## src/rtl/traffic_disp_drv.sv

```systemverilog
// -----------------------------------------------------------------------------
// traffic_disp_drv
//   Display stage behind the traffic light controller. The module takes one
//   snapshot of the countdown (light_t) and the lamp select (light_ctrl) per
//   scan frame. It decodes the snapshot to decimal digits and drives the lamp
//   LEDs and a 2-digit multiplexed 7-segment display. Each digit slot starts
//   with a dead-time gap in which both digits are off, to avoid ghosting.
//
//   Optional feature: define TRAFFIC_DISP_BLINK_EN to blink the green lamp and
//   the digits while green shows 1..3 seconds left.
//
// Ports
//   sys_clk     in   1  system clock
//   sys_rst_p   in   1  synchronous reset, active-high
//   light_t     in   4  remaining seconds, 0..15
//   light_ctrl  in   3  lamp one-hot {R,Y,G}; 000 = idle
//   seg         out  7  segments {g,f,e,d,c,b,a}, polarity per SEG_ACT_LOW
//   dig_en      out  2  digit enable [0]=ones, [1]=tens, polarity per SEG_ACT_LOW
//   led_rgy     out  3  lamp LEDs {R,Y,G}, active-high
// -----------------------------------------------------------------------------
module traffic_disp_drv #(
    parameter int SCAN_DIV    = 50000,
    parameter int DEAD_CYC    = 16,
    parameter int BLINK_DIV   = 12500000,
    parameter bit SEG_ACT_LOW = 1'b1
) (
    input  logic       sys_clk,
    input  logic       sys_rst_p,
    input  logic [3:0] light_t,
    input  logic [2:0] light_ctrl,
    output logic [6:0] seg,
    output logic [1:0] dig_en,
    output logic [2:0] led_rgy
);

    localparam int CW = $clog2(SCAN_DIV);

    localparam logic [0:0] ST_DIG0 = 1'b0;
    localparam logic [0:0] ST_DIG1 = 1'b1;

    localparam logic [6:0] SEG_DASH = 7'h40;
    localparam logic [6:0] SEG_E    = 7'h79;
    localparam logic [6:0] SEG_ONE  = 7'h06;

    logic [CW-1:0] scan_cnt;
    logic [0:0]    state;
    logic [3:0]    snap_t;
    logic [2:0]    snap_ctrl;

    logic [CW-1:0] nxt_cnt;
    logic [0:0]    nxt_state;
    logic [3:0]    nxt_snap_t;
    logic [2:0]    nxt_snap_ctrl;
    logic          cnt_wrap;
    logic          nxt_blink_ph;

    logic [6:0]    code_ones;
    logic [6:0]    code_tens;
    logic          tens_on;
    logic          gate_on;
    logic          slot_on;
    logic [2:0]    led_nxt;
    logic [6:0]    seg_hi;
    logic [1:0]    dig_hi;

    function automatic logic [6:0] seg7_code(input logic [3:0] d);
        case (d)
            4'd0:    seg7_code = 7'h3F;
            4'd1:    seg7_code = 7'h06;
            4'd2:    seg7_code = 7'h5B;
            4'd3:    seg7_code = 7'h4F;
            4'd4:    seg7_code = 7'h66;
            4'd5:    seg7_code = 7'h6D;
            4'd6:    seg7_code = 7'h7D;
            4'd7:    seg7_code = 7'h07;
            4'd8:    seg7_code = 7'h7F;
            4'd9:    seg7_code = 7'h6F;
            default: seg7_code = 7'h00;
        endcase
    endfunction

    // Outputs are registered but derived from the next-state values, so
    // seg/dig_en line up with the registered scan_cnt with no extra latency.
    always_comb begin
        cnt_wrap      = (scan_cnt == CW'(SCAN_DIV - 1));
        nxt_cnt       = cnt_wrap ? '0 : scan_cnt + CW'(1);
        nxt_state     = cnt_wrap ? ~state : state;
        nxt_snap_t    = snap_t;
        nxt_snap_ctrl = snap_ctrl;
        if (cnt_wrap && state == ST_DIG1) begin
            nxt_snap_t    = light_t;
            nxt_snap_ctrl = light_ctrl;
        end
    end

    always_comb begin
        code_ones = SEG_DASH;
        code_tens = SEG_DASH;
        tens_on   = 1'b1;
        led_nxt   = 3'b000;
        if (nxt_snap_ctrl == 3'b000) begin
            code_ones = SEG_DASH;
            code_tens = SEG_DASH;
        end else if (nxt_snap_ctrl != 3'b001 && nxt_snap_ctrl != 3'b010 &&
                     nxt_snap_ctrl != 3'b100) begin
            code_ones = SEG_E;
            code_tens = SEG_E;
        end else begin
            led_nxt   = nxt_snap_ctrl;
            code_tens = SEG_ONE;
            if (nxt_snap_t >= 4'd10) begin
                code_ones = seg7_code(nxt_snap_t - 4'd10);
            end else begin
                code_ones = seg7_code(nxt_snap_t);
                tens_on   = 1'b0;
            end
        end

        // Blink gating: only green with 1..3 seconds left follows blink_ph.
        gate_on = 1'b1;
        if (nxt_snap_ctrl == 3'b001 && nxt_snap_t >= 4'd1 && nxt_snap_t <= 4'd3) begin
            gate_on = nxt_blink_ph;
        end
        led_nxt[0] = led_nxt[0] & gate_on;

        slot_on = (nxt_cnt >= CW'(DEAD_CYC)) && gate_on &&
                  ((nxt_state == ST_DIG0) || tens_on);
        seg_hi  = '0;
        dig_hi  = '0;
        if (slot_on) begin
            if (nxt_state == ST_DIG0) begin
                seg_hi = code_ones;
                dig_hi = 2'b01;
            end else begin
                seg_hi = code_tens;
                dig_hi = 2'b10;
            end
        end
    end

    always_ff @(posedge sys_clk) begin
        if (sys_rst_p) begin
            scan_cnt  <= '0;
            state     <= ST_DIG0;
            snap_t    <= '0;
            snap_ctrl <= '0;
            seg       <= SEG_ACT_LOW ? '1 : '0;
            dig_en    <= SEG_ACT_LOW ? '1 : '0;
            led_rgy   <= '0;
        end else begin
            scan_cnt  <= nxt_cnt;
            state     <= nxt_state;
            snap_t    <= nxt_snap_t;
            snap_ctrl <= nxt_snap_ctrl;
            seg       <= SEG_ACT_LOW ? ~seg_hi : seg_hi;
            dig_en    <= SEG_ACT_LOW ? ~dig_hi : dig_hi;
            led_rgy   <= led_nxt;
        end
    end

`ifdef TRAFFIC_DISP_BLINK_EN
    localparam int BW = (BLINK_DIV > 1) ? $clog2(BLINK_DIV) : 1;

    logic [BW-1:0] blink_cnt;
    logic          blink_ph;
    logic          blink_wrap;

    assign blink_wrap   = (blink_cnt == BW'(BLINK_DIV - 1));
    assign nxt_blink_ph = blink_wrap ? ~blink_ph : blink_ph;

    always_ff @(posedge sys_clk) begin
        if (sys_rst_p) begin
            blink_cnt <= '0;
            blink_ph  <= 1'b1;
        end else begin
            blink_cnt <= blink_wrap ? '0 : blink_cnt + BW'(1);
            blink_ph  <= nxt_blink_ph;
        end
    end
`else
    // Without blinking the phase is held on; BLINK_DIV has no role here.
    logic unused_blink_div;
    assign unused_blink_div = |BLINK_DIV;
    assign nxt_blink_ph     = 1'b1;
`endif

endmodule

```

## config.mk

```make
export PLATFORM = sky130hd
export DESIGN_NAME = traffic_disp_drv
export DESIGN_NICKNAME = d
export VERILOG_FILES = /design/src/rtl/traffic_disp_drv.sv
export SDC_FILE = /design/constraint.sdc
export NUM_CORES = 1
export LEC_CHECK = 0
export BUFFER_PORTS_ARGS = -buffer_cell sky130_fd_sc_hd__buf_4
export CAP_MARGIN = 20
export CORE_ASPECT_RATIO = 2
export CORE_MARGIN = 5
export CORE_UTILIZATION = 45
export DETAILED_ROUTE_END_ITERATION = 16
export GPL_ROUTABILITY_DRIVEN = 0
export HOLD_SLACK_MARGIN = 0.08
export PLACE_DENSITY = 0.66
export SLEW_MARGIN = 10
export SYNTH_ARGS = -nofsm -noshare
export SYNTH_HDL_FRONTEND = slang
export SYNTH_SLANG_ARGS = --single-unit
```

## constraint.sdc

```tcl
create_clock -name sys_clk -period 3.4 [get_ports sys_clk]
set_input_delay 0.51 -clock sys_clk [delete_from_list [all_inputs] [get_ports sys_clk]]
set_output_delay 0.51 -clock sys_clk [all_outputs]
set_load 0.02 [all_outputs]
```

==> flow_metrics.py <==
metrics = {
    "outcome": {
        "status": "complete, no violations",
    },
    "timing": {
        "slew_headroom_pct": 58.9,
        "skew_ns": 0.00618,
        "finalMaxSlewViolations": 0,
        "worst_pin_slew_ns": 0.613,
        "finalSetupTns_ns": 0,
        "period_needed_ns": 3.16,
        "grt_setup_unrepaired": "no",
        "fmax_mhz": 317,
        "fin_hold_ws_ns": 0.469,
        "min_period_over_period_pct": 92.9,
        "hold_viol": 0,
        "setup_viol": 0,
    },
    "cts": {
        "cts_hold_buf": 0,
        "path_clk_slew_ns": 0.07,
        "cts_buffers": 5,
        "htree_num_levels": 2,
        "cts_tree": "built",
        "clockRootBuffer": "clkbuf_8",
        "cts.sinks": 36,
        "cts_max_path_buffers": 2,
        "insertion_delay_ns": 0.28,
    },
    "detailed_routing": {
        "drt_wl_total_mm": 5.26,
        "wl_per_cell_microns": 16.1,
        "drtIter0Drc": 23,
        "drtAntennaViolNets": 0,
        "drc": 0,
        "vias_per_cell": 5.72,
        "num_vias": 1865,
        "dr.pass1.iters": 4,
    },
    "floorplanning": {
        "die_y_microns": 108,
        "rows": 35,
        "core-area_sq_um": 4640,
        "die-area_sq_um": 6350,
        "die_w_microns": 58.9,
        "start_util_pct": 46.4,
        "io_pins": 21,
    },
    "logic_synthesis": {
        "synth_cell_types": 57,
        "synth_edf_count": 0,
        "syn-num-nets": 262,
        "yosysMostFrequentCell": "dfxtp_1",
        "yosysSeqAreaShare_pct": 33.5,
        "synth_area_sq_um": 2150,
        "synth_top_area_share_pct": 33.5,
        "yosys-top-cells-area": "dfxtp_1 33%, nor2_1 5.4%, ha_1 5.2%",
        "yosys-top-cells-count": "36 x dfxtp_1, 31 x nor2_1, 16 x nand2_1",
        "synth_top_area_cell": "dfxtp_1",
        "ys_async_sr_fraction_pct": 0,
        "yosysWarnings": 0,
        "ys_ff_latch": 36,
        "syn_area_per_cell_sq_um": 8.83,
        "syn_inst": 244,
        "yosys_most_used_dff": "dfxtp_1",
    },
    "worst_setup_path": {
        "worstPathCellList": "ha_2 > nand3_2 > or4_4 > nor3_4 > ha_4 > mux2i_4 > ha_1 > a211oi_1 > a21oi_1 > o211ai_1 > nand3_1 > or3b_1",
        "end_kind": "register",
        "crit_path_top_delay_cell": "or4_4",
        "start_kind": "register",
        "worstPathMaxFanout": 6,
        "arrival_ns": 3.32,
        "cp_num_buf_inv": 0,
        "required_ns": 3.56,
        "crit_family": "simple AND/OR/NAND/NOR gates",
        "critical_path_class": "reg2reg",
        "cpPeakStageDelay_ns": 0.44,
    },
    "finish": {
        "syn2layout_area_growth_pct": 16.4,
        "fillCellCount": 452,
        "fin_util_pct": 54.0,
        "layout.nets": 288,
        "seq_area_sq_um": 723,
        "fin_cells": 326,
        "drive_gt1_share_pct": 24.0,
        "num_antenna_cells": 0,
        "multi_input_area_sq_um": 1330,
    },
    "global_route": {
        "antenna_found_initial": 0,
        "grt.overflow.total": 0,
        "grt_max_degree": 16,
        "grt_pass1_wl_mm": 8.59,
        "grt_pass1_vias": 1863,
        "grt_usage_pct": 17.8,
    },
    "place": {
        "place_hpwl_mm": 4.11,
        "dp.cells": 313,
        "port_buffers": 20,
    },
    "power": {
        "vdd_drop_max_uv": 300,
        "p_leak_nw": 0.943,
        "power_mw": 0.765,
        "power_density_nw_per_um2": 305,
    },
    "min_path": {
        "hp-class": "reg2reg",
    },
    "job": {
        "cap_violations": 0,
    },
}
-- registers in the layout (all words and copies together) (netlist names) --
| register | count |
|---|---|
| seg | 7 |
| led_rgy | 3 |
| state | 1 |
| snap_t | 4 |
| dig_en | 2 |
| scan_cnt | 16 |
| snap_ctrl | 3 |
-- area by class of cell --
cell class	instances	area share [%]
Clock buffer	8	3.59
Inverter	4	0.599
Multi-Input combinational cell	186	53.2
Sequential cell	36	28.9
Tap cell	55	2.75
Timing Repair Buffer	37	11.0
-- routing by layer --
layer,part of all wire [%],GRT usage [%]
met5,0,0
met4,4.8,11.3
met3,2.4,2.40
met2,60,35.9
met1,33,14.7
-- power by group --
part | internal, mW | switching, mW | total, mW | leakage (nW)
Sequential | 0.425 | 0.00445 | 0.429 | 0.291
Combinational | 0.0113 | 0.0153 | 0.0265 | 0.606
Clock | 0.165 | 0.144 | 0.309 | 0.0455
-- through the flow --
step	setup WS, ns	instance area, sq um
finish	0.242	2510
global route	0.0324	2510
CTS	0.0967	2460
detailed placement	0.115	2370
global placement	0.206	2370
floorplan	0.0676	2180
-- layout by cell type (no fill, tap or decap), drive strengths merged, types with 3 or more instances in the layout --
cell type | synthesis | final
nor4 | 3 | 3
xnor2 | 13 | 13
nor3 | 8 | 8
nor2 | 31 | 31
ha | 9 | 9
a31oi | 3 | 3
xor2 | 7 | 7
inv | 4 | 4
nor2b | 3 | 3
nand3 | 9 | 9
clkbuf | 4 | 9
o22ai | 5 | 5
o211ai | 8 | 8
and4 | 5 | 5
buf | 14 | 36
dfxtp | 36 | 36
and2 | 5 | 5
nand2 | 17 | 17
nand4 | 8 | 8
a21oi | 8 | 8
mux2i | 8 | 8
o21ai | 10 | 10
-- final timing paths --
path                                from                     end  slack (ns)  cells past startpoint
setup reg to reg  scan_cnt[0]$_SDFF_PP0_       seg[1]$_SDFF_PP1_        0.24                     12
hold reg to reg   scan_cnt[0]$_SDFF_PP0_  scan_cnt[0]$_SDFF_PP0_        0.47                      1
setup / recovery  scan_cnt[0]$_SDFF_PP0_       seg[1]$_SDFF_PP1_        0.24                     12
hold / removal    scan_cnt[0]$_SDFF_PP0_  scan_cnt[0]$_SDFF_PP0_        0.47                      1
-- logic make-up (layout without fill, tap and decap cells) --
family | after synthesis | in the layout | share of synthesized area [%]
and+or+nand+nor | 102 | 102 | 26.9
AOI/OAI and AO/OA | 46 | 46 | 14.8
DFF | 36 | 36 | 33.5
buffers and inverters | 22 | 49 | 5.98
xor gates and xnor gates | 20 | 20 | 8.48
adders and majority gates | 9 | 9 | 5.23
muxes | 9 | 9 | 5.17
-- what timing repair did --
item,in CTS,in global routing
setup buffers,0,5
setup endpoints to repair,0,4
resized for setup,0,4
No activity file was read; power rests on OpenSTA's default activity.
